## config.mk

```make
export PLATFORM = sky130hd
export DESIGN_NAME = wb_tile_bus_arb
export DESIGN_NICKNAME = d
export VERILOG_FILES = /design/src/rtl/wb_tile_bus_pkg.sv /design/src/rtl/wb_tile_bus_arb_rr.sv /design/src/rtl/wb_tile_bus_arb.sv
export SDC_FILE = /design/constraint.sdc
export NUM_CORES = 1
export LEC_CHECK = 0
export CAP_MARGIN = 0
export CORE_AREA = 3 3 261 263
export CTS_BUF_LIST = sky130_fd_sc_hd__clkbuf_16
export CTS_CLUSTER_SIZE = 24
export DETAILED_ROUTE_END_ITERATION = 12
export DIE_AREA = 0 0 264 266
export SLEW_MARGIN = 20
export SYNTH_ARGS = -nofsm -noshare
export SYNTH_HDL_FRONTEND = slang
export SYNTH_SLANG_ARGS = --single-unit
```

## constraint.sdc

```tcl
create_clock -name clk -period 2.85 [get_ports clk]
set_clock_uncertainty 0.1 [all_clocks]
set_input_delay 0.57 -clock clk [delete_from_list [all_inputs] [get_ports clk]]
set_output_delay 0.57 -clock clk [all_outputs]
set_load 0.01 [all_outputs]
```

## src/rtl/wb_tile_bus_pkg.sv

```systemverilog
// wb_tile_bus_pkg: shared types, default tile slave map and address decode helper
// for the tile Wishbone arbiter.
package wb_tile_bus_pkg;

    typedef enum logic [1:0] {IDLE, ACTIVE, ERR} arb_state_t;

    localparam int MAX_SLAVES = 16;
    localparam int MAX_AW     = 64;

    localparam int SLAVE_DM   = 0;
    localparam int SLAVE_PGAS = 1;
    localparam int SLAVE_NA   = 2;
    localparam int SLAVE_BOOT = 3;

    localparam logic [31:0] DM_BASE   = 32'h0000_0000;
    localparam logic [31:0] DM_MASK   = 32'h8000_0000;
    localparam logic [31:0] PGAS_BASE = 32'h8000_0000;
    localparam logic [31:0] PGAS_MASK = 32'hC000_0000;
    localparam logic [31:0] NA_BASE   = 32'hE000_0000;
    localparam logic [31:0] NA_MASK   = 32'hF000_0000;
    localparam logic [31:0] BOOT_BASE = 32'hF000_0000;
    localparam logic [31:0] BOOT_MASK = 32'hF000_0000;

    localparam logic [127:0] DEFAULT_BASE = {BOOT_BASE, NA_BASE, PGAS_BASE, DM_BASE};
    localparam logic [127:0] DEFAULT_MASK = {BOOT_MASK, NA_MASK, PGAS_MASK, DM_MASK};

    typedef struct packed {
        logic                  hit;
        logic [MAX_SLAVES-1:0] sel;
    } dec_t;

    // Lowest matching slave wins; scanning downwards lets the last hit be the lowest index.
    function automatic dec_t addr_decode(
        input logic [MAX_AW-1:0]            adr,
        input logic [MAX_SLAVES*MAX_AW-1:0] base,
        input logic [MAX_SLAVES*MAX_AW-1:0] mask
    );
        dec_t d;
        d = '0;
        for (int s = MAX_SLAVES - 1; s >= 0; s--)
            if ((adr & mask[s*MAX_AW +: MAX_AW]) == base[s*MAX_AW +: MAX_AW]) begin
                d.sel    = '0;
                d.sel[s] = 1'b1;
                d.hit    = 1'b1;
            end
        return d;
    endfunction

endpackage

```

## src/rtl/wb_tile_bus_arb_rr.sv

```systemverilog
// wb_rr_arbiter: round-robin arbiter with a registered one-hot grant; the pointer
// moves past the releasing owner so it can re-win only when nobody else asks.
module wb_rr_arbiter #(
    parameter int N  = 2,
    parameter int PW = N > 1 ? $clog2(N) : 1
) (
    input  logic          clk,
    input  logic          rst_sys_n,
    input  logic [N-1:0]  req,
    input  logic          load,
    input  logic          rel,
    output logic [N-1:0]  grant,
    output logic [PW-1:0] idx
);
    logic [PW-1:0] ptr;
    logic [PW-1:0] k;
    logic [N-1:0]  pick;

    always_comb begin
        pick = '0;
        k    = '0;
        for (int i = N - 1; i >= 0; i--) begin
            k = PW'((int'(ptr) + i) % N);
            if (req[k]) begin
                pick    = '0;
                pick[k] = 1'b1;
            end
        end
        idx = '0;
        for (int i = 0; i < N; i++)
            if (grant[i]) idx = PW'(i);
    end

    always_ff @(posedge clk) begin
        if (!rst_sys_n) begin
            ptr   <= '0;
            grant <= '0;
        end else if (load) begin
            grant <= pick;
        end else if (rel) begin
            grant <= '0;
            ptr   <= PW'((int'(idx) + 1) % N);
        end
    end

endmodule

```

## src/rtl/wb_tile_bus_arb.sv

```systemverilog
// wb_tile_bus_arb: Wishbone B3 tile interconnect with round-robin arbitration,
// base/mask decode, error on unmapped addresses and a stall watchdog.
module wb_tile_bus_arb
    import wb_tile_bus_pkg::*;
#(
    parameter int NR_MASTERS = 2,
    parameter int NR_SLAVES  = 4,
    parameter int ADDR_WIDTH = 32,
    parameter int DATA_WIDTH = 32,
    parameter logic [NR_SLAVES*ADDR_WIDTH-1:0] SLAVE_BASE = DEFAULT_BASE,
    parameter logic [NR_SLAVES*ADDR_WIDTH-1:0] SLAVE_MASK = DEFAULT_MASK,
    parameter int TIMEOUT_CYCLES = 255
) (
    input  logic                              clk,
    input  logic                              rst_sys_n,
    input  logic [NR_MASTERS*ADDR_WIDTH-1:0]  m_adr_i,
    input  logic [NR_MASTERS*DATA_WIDTH-1:0]  m_dat_i,
    input  logic [NR_MASTERS*DATA_WIDTH/8-1:0] m_sel_i,
    input  logic [NR_MASTERS-1:0]             m_cyc_i,
    input  logic [NR_MASTERS-1:0]             m_stb_i,
    input  logic [NR_MASTERS-1:0]             m_we_i,
    input  logic [NR_MASTERS*3-1:0]           m_cti_i,
    input  logic [NR_MASTERS*2-1:0]           m_bte_i,
    output logic [NR_MASTERS*DATA_WIDTH-1:0]  m_dat_o,
    output logic [NR_MASTERS-1:0]             m_ack_o,
    output logic [NR_MASTERS-1:0]             m_err_o,
    output logic [NR_MASTERS-1:0]             m_rty_o,
    output logic [NR_SLAVES*ADDR_WIDTH-1:0]   s_adr_o,
    output logic [NR_SLAVES*DATA_WIDTH-1:0]   s_dat_o,
    output logic [NR_SLAVES*DATA_WIDTH/8-1:0] s_sel_o,
    output logic [NR_SLAVES-1:0]              s_we_o,
    output logic [NR_SLAVES*3-1:0]            s_cti_o,
    output logic [NR_SLAVES*2-1:0]            s_bte_o,
    output logic [NR_SLAVES-1:0]              s_cyc_o,
    output logic [NR_SLAVES-1:0]              s_stb_o,
    input  logic [NR_SLAVES*DATA_WIDTH-1:0]   s_dat_i,
    input  logic [NR_SLAVES-1:0]              s_ack_i,
    input  logic [NR_SLAVES-1:0]              s_err_i,
    input  logic [NR_SLAVES-1:0]              s_rty_i,
    output logic [NR_MASTERS-1:0]             grant_o
);
    localparam int SW = DATA_WIDTH / 8;
    localparam int GW = NR_MASTERS > 1 ? $clog2(NR_MASTERS) : 1;

    arb_state_t                    state;
    logic [NR_MASTERS-1:0]         grant, err_q;
    logic [GW-1:0]                 g;
    logic [31:0]                   cnt;
    logic                          load, rel, act, live, stall, unmapped, tmo;
    logic [ADDR_WIDTH-1:0]         adr;
    logic [DATA_WIDTH-1:0]         rdat;
    logic                          cyc, stb;
    logic [MAX_SLAVES*MAX_AW-1:0]  base_x, mask_x;
    logic [MAX_SLAVES-1:0]         ack_x, err_x, rty_x;
    logic [MAX_SLAVES*DATA_WIDTH-1:0] dat_x;
    logic [3:0]                    si;
    logic [NR_SLAVES-1:0]          sel_s;
    dec_t                          dec;

    wb_rr_arbiter #(.N(NR_MASTERS), .PW(GW)) u_arb (
        .clk       (clk),
        .rst_sys_n (rst_sys_n),
        .req       (m_cyc_i),
        .load      (load),
        .rel       (rel),
        .grant     (grant),
        .idx       (g)
    );

    // Unused decode slots get an unmatchable entry (mask 0, base all ones).
    always_comb begin
        base_x = '1;
        mask_x = '0;
        for (int s = 0; s < NR_SLAVES; s++) begin
            base_x[s*MAX_AW +: MAX_AW] = MAX_AW'(SLAVE_BASE[s*ADDR_WIDTH +: ADDR_WIDTH]);
            mask_x[s*MAX_AW +: MAX_AW] = MAX_AW'(SLAVE_MASK[s*ADDR_WIDTH +: ADDR_WIDTH]);
        end
        si = '0;
        for (int s = 0; s < MAX_SLAVES; s++)
            if (dec.sel[s]) si = 4'(s);
    end

    assign adr   = m_adr_i[g*ADDR_WIDTH +: ADDR_WIDTH];
    assign cyc   = m_cyc_i[g];
    assign stb   = m_stb_i[g];
    assign dec   = addr_decode(MAX_AW'(adr), base_x, mask_x);
    assign ack_x = MAX_SLAVES'(s_ack_i);
    assign err_x = MAX_SLAVES'(s_err_i);
    assign rty_x = MAX_SLAVES'(s_rty_i);
    assign dat_x = (MAX_SLAVES*DATA_WIDTH)'(s_dat_i);
    assign rdat  = dec.hit ? dat_x[si*DATA_WIDTH +: DATA_WIDTH] : '0;

    assign act      = state == ACTIVE;
    assign live     = act && stb && dec.hit;
    assign stall    = live && !(ack_x[si] || err_x[si] || rty_x[si]);
    assign unmapped = act && stb && !dec.hit;
    assign tmo      = TIMEOUT_CYCLES != 0 && stall && cnt == 32'(TIMEOUT_CYCLES - 1);
    assign load     = state == IDLE && |m_cyc_i;
    assign rel      = state != IDLE && !cyc;

    assign sel_s   = act ? dec.sel[NR_SLAVES-1:0] : '0;
    assign s_cyc_o = sel_s & {NR_SLAVES{cyc}};
    assign s_stb_o = sel_s & {NR_SLAVES{stb}};
    assign s_adr_o = {NR_SLAVES{adr}};
    assign s_dat_o = {NR_SLAVES{m_dat_i[g*DATA_WIDTH +: DATA_WIDTH]}};
    assign s_sel_o = {NR_SLAVES{m_sel_i[g*SW +: SW]}};
    assign s_we_o  = {NR_SLAVES{m_we_i[g]}};
    assign s_cti_o = {NR_SLAVES{m_cti_i[g*3 +: 3]}};
    assign s_bte_o = {NR_SLAVES{m_bte_i[g*2 +: 2]}};

    // err from the slave beats a simultaneous ack or rty.
    assign m_ack_o = grant & {NR_MASTERS{live && ack_x[si] && !err_x[si]}};
    assign m_rty_o = grant & {NR_MASTERS{live && rty_x[si] && !err_x[si]}};
    assign m_err_o = (grant & {NR_MASTERS{live && err_x[si]}}) | err_q;
    assign m_dat_o = {NR_MASTERS{rdat}};
    assign grant_o = grant;

    always_ff @(posedge clk) begin
        if (!rst_sys_n) begin
            state <= IDLE;
            cnt   <= '0;
            err_q <= '0;
        end else begin
            cnt   <= stall ? cnt + 32'd1 : '0;
            err_q <= '0;
            case (state)
                IDLE:   state <= load ? ACTIVE : IDLE;
                ACTIVE: begin
                    if (!cyc) state <= IDLE;
                    else if (unmapped || tmo) begin
                        state <= ERR;
                        err_q <= grant;
                    end
                end
                default: state <= cyc ? ACTIVE : IDLE;
            endcase
        end
    end

endmodule

```

==> results of run 1 <==
-- final cells by class --
| class | count | area (sq um) |
|---|---|---|
| Antenna cell | 5 | 12.51 |
| Clock buffer | 5 | 125.1 |
| Clock inverter | 3 | 63.81 |
| Fill cell | 7202 | 52830 |
| Inverter | 9 | 33.78 |
| Multi-Input combinational cell | 447 | 3710 |
| Sequential cell | 39 | 784.5 |
| Tap cell | 864 | 1081 |
| Timing Repair Buffer | 738 | 7221 |
-- cell usage in the layout (no fill, tap or decap), drive strengths merged, types with 6 or more instances in the layout --
master | netlist | routed
clkdlybuf4s50 | 0 | 585
nor2 | 49 | 49
dlygate4sd2 | 0 | 8
xnor2 | 9 | 9
a31oi | 32 | 32
inv | 9 | 10
o21a | 32 | 32
clkbuf | 14 | 9
mux2 | 105 | 105
buf | 277 | 138
nor4 | 11 | 11
o21ai | 7 | 7
xor2 | 21 | 21
nand2 | 80 | 80
and2 | 6 | 6
dfxtp | 39 | 39
nand4 | 15 | 15
nand3 | 13 | 13
nor3 | 8 | 8
-- sequential cells by signal (all words and copies together) (netlist names) --
name,flops
u_arb.grant,2
err_q,2
u_arb.ptr,1
cnt,32
state,2
-- cells by family after synthesis --
logic type / share of synthesized area
compound gates: 0.1148
xor+xnor: 0.04224
fa+ha+maj: 0.004022
buf+inv: 0.3475
flops: 0.1255
mux: 0.1965
simple gates: 0.1693
-- timing repair --
item / 4_1_cts / 5_1_grt
gates cloned: 3 / 2
buffers inserted: 18 / 7
setup endpoints to repair: 335 / 107
gates resized for setup: 383 / 41
pin swaps: 16 / 20
-- per-stage QoR --
stage,cells,util
2_1_floorplan,786,-
3_3_place_gp,2070,0.1869
3_5_place_dp,2070,0.1869
4_1_cts,2098,0.1942
5_1_grt,2107,0.1977
6_report,2110,0.1979
-- power by group through the flow --
stage / clock (uW) / sequential [uW] / combinational [uW]
after floorplan: 0 / 570 / 1310
after global placement: 0 / 577 / 2570
after detailed placement: 0 / 577 / 2570
after CTS: 726 / 563 / 2640
after global routing: 750 / 565 / 2820
final: 717 / 563 / 2680
-- synthesized netlist by cell type, types with 5 or more instances --
library cell | instances | share of area
inv_1 | 9 | 0.0054
and2_1 | 6 | 0.0060
nand2b_1 | 5 | 0.0050
buf_2 | 12 | 0.0097
nand2_1 | 80 | 0.048
clkbuf_1 | 14 | 0.0084
buf_4 | 256 | 0.31
nor3_1 | 8 | 0.0064
mux2_2 | 100 | 0.18
a31oi_1 | 32 | 0.032
xnor2_1 | 9 | 0.013
nor2_1 | 47 | 0.028
o21ai_0 | 6 | 0.0048
mux2_1 | 5 | 0.0091
nand4_1 | 12 | 0.012
dfxtp_1 | 39 | 0.13
nand3b_1 | 5 | 0.0060
buf_6 | 8 | 0.014
nor4_1 | 9 | 0.0091
o21a_1 | 32 | 0.039
nand3_1 | 13 | 0.010
xor2_1 | 21 | 0.030
-- routing by layer --
layer  GRT usage  vias up
met5           0        -
met4     0.02771       12
met3     0.03454       42
met2      0.1829      436
met1      0.1040     3266
li1            -     3345
-- worst max path at each step --
| stage | startpoint | slack [ns] | end | depth (start not counted) |
|---|---|---|---|---|
| global route | u_arb.grant[1]$_SDFFE_PN0P_ | -0.23 | m_dat_o[30] | 10 |
| detailed placement | m_adr_i[62] | -0.88 | m_dat_o[23] | 8 |
| global placement | m_adr_i[31] | -0.92 | m_dat_o[23] | 9 |
| finish | u_arb.grant[1]$_SDFFE_PN0P_ | -0.15 | m_dat_o[55] | 10 |
| CTS | u_arb.grant[1]$_SDFFE_PN0P_ | -0.20 | m_dat_o[3] | 9 |
| floorplan | m_adr_i[30] | 0.14 | m_dat_o[37] | 7 |
==> flow_summary.toml, run 1 <==
[outcome]
status = "finished, violations left"
violations = "setup timing"

[timing]
final-hold-violation-count = 0
fin_crit_sh = 1.054
tightest_slew_ns = 0.5803
setup_ws_ns = -0.1536
fmax_mhz = 332.9
finalCriticalPeriod_ns = 3.004
finalSetupViolCount = 67
hold-worst-slack_ns = 0.3968
drv_slew = 0
fin_setup_tns_ns = -4.565
rsz0062_at_grt = "yes"
max_slew_margin = 0.6102

[power_and_ir_drop]
irDropWorstVdd_v = 0.0002140
intPower_uw = 2612
switchingPower_uw = 1350
power.total_uw = 3961
power_density_mw_per_mm2 = 304.0
p_leak_uw = 0.004863
p_clk_frac = 0.181
combPwrFrac = 0.677
swShare = 0.3407
seqPwrFrac = 0.142

[setup_path]
r2r_setup_slack_ns = 0.56
crit_type = "flop to output port"
cpMostUsedCell = "buf_12"
regToRegEndpoint = "cnt[28]$_SDFF_PN0_"
slowest_stage = "dfxtp_4"
start_kind = "flop"
cp_num_buf_inv = 5
critPathMaxStageDelay_ns = 0.38
worst-r2r-cell-count = 11
crit_chain = "buf_8, nor2b_4, a32oi_4, o21ai_4, buf_12, buf_12, buf_12, mux2_4, o21a_1, buf_2"
crit_family = "buffers and inverters"
crit_path_end_kind = "output port"
crit_fanout = 7
required_ns = 2.18
arrival_ns = 2.33
reg2reg_from = "u_arb.grant[1]$_SDFFE_PN0P_"

[placed_design]
dp_slack_ns = -0.8783
dp_hpwl_mm = 32.45
dpl_cell_area_sq_mm = 0.01231
place_congestion = 0.8950
portBuffers = 669

[clock_network]
h-tree-depth = 2
clk_path_buf_depth = 2
ctsHoldBuffers = 0
clk_pin_slew_ns = 0.06
clk_latency_ns = 0.28
cts_tree = "built"
cts_root_buffer = "clkbuf_16"
clock_sinks = 39
cts_buffers = 5

[route]
drtAntennaViolNets = 0
highest_layer = "met5"
routed_wl_mm = 38.87
drc = 0
wl_met3_mm = 3.701
wl_met2_mm = 20.12
vias = 7101
vias_per_cell = 3.365
wl_per_cell_microns = 18.42
wl_met1_mm = 14.05
drtIter0Drc = 233
drtPass1Iterations = 4

[floorplanning]
initial_core_util = 0.09445
coreArea_sq_mm = 0.06586
die_h_microns = 266
ioPinCount = 670
die_w_microns = 264
fp-row-count = 94
dieArea_sq_mm = 0.07022

[logic_synthesis]
synthArstFlopShare = 0
synth.distinct_cells = 57
synth.avg_cell_area_sq_um = 7.915
syn-num-nets = 1082
synth_edf_count = 0
ys_warn_count = 0
synth_area_sq_mm = 0.006221
synth-main-ff-cell = "dfxtp_1"
yosysSeqAreaShare = 0.1255
synthCells = 786
ys_ff_latch = 39

[grt]
grt_max_degree = 43
grt_usage = 0.09814
grt-ovfl-total = 0
grt_first_pass_wirelength_mm = 50.94
grt_pass1_vias = 7312
antenna_found_initial = 11

[hold_path]
hp-class = "flop to flop"
hold_end = "cnt[0]$_SDFF_PN0_"
hp-start = "cnt[0]$_SDFF_PN0_"
hold_depth = 1

[layout]
final_area_sq_mm = 0.01303
drive_above_1_share = 0.2450
nNetsFinal = 1536
area_growth_pct = 109.5

[run]
maxCapViolations = 0
Note: power is estimated with default switching activity, not from simulation.
==> inputs of run 2 (changes only) <==
--- a/config.mk
+++ b/config.mk
@@ -11,6 +11,8 @@
 export CTS_CLUSTER_SIZE = 24
 export DETAILED_ROUTE_END_ITERATION = 12
 export DIE_AREA = 0 0 264 266
+export PLACE_DENSITY_LB_ADDON = 0.05
+export REMOVE_ABC_BUFFERS = 1
 export SLEW_MARGIN = 20
 export SYNTH_ARGS = -nofsm -noshare
 export SYNTH_HDL_FRONTEND = slang
==> run 2 against run 1 <==
Effect of this change:
- the run still ends with setup timing left
- maximum frequency increased by 0.70%
- combinational power grew 6%
- die area unchanged
- first-iteration DRC count fell by 19%
- non-clock buffer count grew 14
- sequential power about the same
- sequential share of layout area is 0.19 points lower
- critical endpoint is now m_dat_o[59]
==> flow_summary.toml, run 2 (synthesized netlist as in run 1, its figures left out) <==
[outcome]
status = "finished, violations left"
violations = "setup timing"

[grt]
grt_usage = 0.1400
grt_max_degree = 47
grt-ovfl-total = 0
grt_first_pass_wirelength_mm = 68.48
grt_pass1_vias = 7531
antenna_found_initial = 12

[floorplanning]
fp-row-count = 94
ioPinCount = 670
die_w_microns = 264
die_h_microns = 266
initial_core_util = 0.09445
coreArea_sq_mm = 0.06586
dieArea_sq_mm = 0.07022

[power_and_ir_drop]
power_density_mw_per_mm2 = 294.3
power.total_uw = 3958
p_leak_uw = 0.005452
irDropWorstVdd_v = 0.0001707

[setup_path]
critPathMaxStageDelay_ns = 0.39
r2r_setup_slack_ns = 0.64
slowest_stage = "dfxtp_4"
cp_num_buf_inv = 5
regToRegEndpoint = "state[0]$_SDFFE_PN0P_"
cpMostUsedCell = "buf_6"
reg2reg_from = "cnt[0]$_SDFF_PN0_"
arrival_ns = 2.31
crit_family = "buffers and inverters"
crit_fanout = 6
required_ns = 2.18
crit_type = "flop to output port"
crit_chain = "buf_6, mux2i_4, o21ai_4, buf_6, buf_12, buf_12, mux2_4, o21a_4, buf_6"
start_kind = "flop"
worst-r2r-cell-count = 8
crit_path_end_kind = "output port"

[timing]
fin_crit_sh = 1.047
fin_setup_tns_ns = -3.009
final-hold-violation-count = 0
finalSetupViolCount = 54
fmax_mhz = 335.3
rsz0062_at_grt = "yes"
max_slew_margin = 0.5731
tightest_slew_ns = 0.6355
finalCriticalPeriod_ns = 2.983
setup_ws_ns = -0.1328
hold-worst-slack_ns = 0.3958
drv_slew = 0

[clock_network]
cts_buffers = 5
cts_root_buffer = "clkbuf_16"
clk_path_buf_depth = 2
clock_sinks = 39
clk_pin_slew_ns = 0.06
h-tree-depth = 2
clk_latency_ns = 0.28
cts_tree = "built"

[layout]
final_area_sq_mm = 0.01345
max_flop_register = "cnt"
mostFrequentLayoutCell = "clkdlybuf4s50_1"
area_growth_pct = 116.2
final_util = 0.2042
nNetsFinal = 1550
fillerInstances = 7298
drive_above_1_share = 0.2622
final_cell_mix = "clkdlybuf4s50_1 (528), nand2_1 (78), mux2_2 (54)"
largest_reg_flops = 32

[placed_design]
dpl_cell_area_sq_mm = 0.01246
place_congestion = 0.7591
dp_hpwl_mm = 45.87
portBuffers = 669

[route]
vias_per_cell = 3.422
wl_per_cell_microns = 25.17
drtAntennaViolNets = 0
drtPass1Iterations = 4
routed_wl_mm = 53.44
vias = 7264
drc = 0
drtIter0Drc = 188

[hold_path]
hp-class = "flop to flop"
hold_depth = 1
hold_end = "cnt[0]$_SDFF_PN0_"
hp-start = "cnt[0]$_SDFF_PN0_"

[run]
maxCapViolations = 0
[run 2: cell count changes in the layout (fill, tap and decap cells not counted), moves of 6 or more]
cell / before / now
dlymetal6s2s_1: 1 / 51
buf_2: 61 / 46
buf_12: 12 / 18
o21a_1: 32 / 24
buf_6: 19 / 46
o21a_4: 0 / 8
clkdlybuf4s50_1: 585 / 528
[run 2: worst register-to-register path, cell delays in order (launching register included)]
cell and delay (ns):
dfxtp_1 0.36, inv_1 0.08, ha_1 0.16, nor4b_1 0.26, nand3_1 0.12, nor4_1 0.47, buf_4 0.20, nand4_1 0.10
a31o_2 0.26
[run 2: how the worst max path moves through the flow]
stage | from | cells after the start | end | slack [ns]
floorplan | u_arb.grant[1]$_SDFFE_PN0P_ | 5 | m_dat_o[38] | -3.02
global placement | m_adr_i[31] | 8 | m_dat_o[36] | -0.94
detailed placement | m_adr_i[31] | 8 | m_dat_o[36] | -0.93
CTS | u_arb.grant[1]$_SDFFE_PN0P_ | 10 | m_dat_o[19] | -0.16
global route | u_arb.grant[1]$_SDFFE_PN0P_ | 9 | m_dat_o[0] | -0.20
finish | u_arb.grant[1]$_SDFFE_PN0P_ | 9 | m_dat_o[59] | -0.13
[run 2: where the power goes]
group	leakage [uW]	switching (uW)	total, uW	internal (uW)
Combinational	0.00507	1210	2840	1630
Clock	0.0000710	235	555	320
Sequential	0.000316	13.4	565	552
Total	0.00545	1460	3960	2500
[run 2: routing by layer]
layer  part of all wire  routed length, microns  global-route usage
met1               0.37                   19890              0.1556
met2               0.53                   28090              0.2620
met3              0.089                    4750             0.04783
met4              0.012                     633             0.02075
met5             0.0015                      78                   0
[run 2: what timing repair did]
item,4_1_cts,5_1_grt
setup endpoints to repair,266,268
gates resized for setup,404,114
hold buffers,0,0
hold endpoints to repair,0,0
gates cloned,4,3
pin swaps,12,14
buffers inserted,21,8
[run 2: cell type report]
cell class | instances | area, sq um | share of cell area
repair buffers | 752 | 7657 | 0.5693
multi-input cells | 447 | 3742 | 0.2782
well taps | 864 | 1081 | 0.08037
flip-flops and latches | 39 | 784.5 | 0.05833
clock buffers | 5 | 125.1 | 0.009302
inverters | 9 | 33.78 | 0.002512
clock inverters | 3 | 16.27 | 0.001209
diodes | 4 | 10.01 | 0.0007442
[run 2: through the flow]
step                      instances  worst slack, ns
final                          2123          -0.1328
after global routing           2119          -0.1996
after CTS                      2113          -0.1618
after detailed placement       2081          -0.9294
after global placement         2081          -0.9429
after floorplan                 495           -3.015
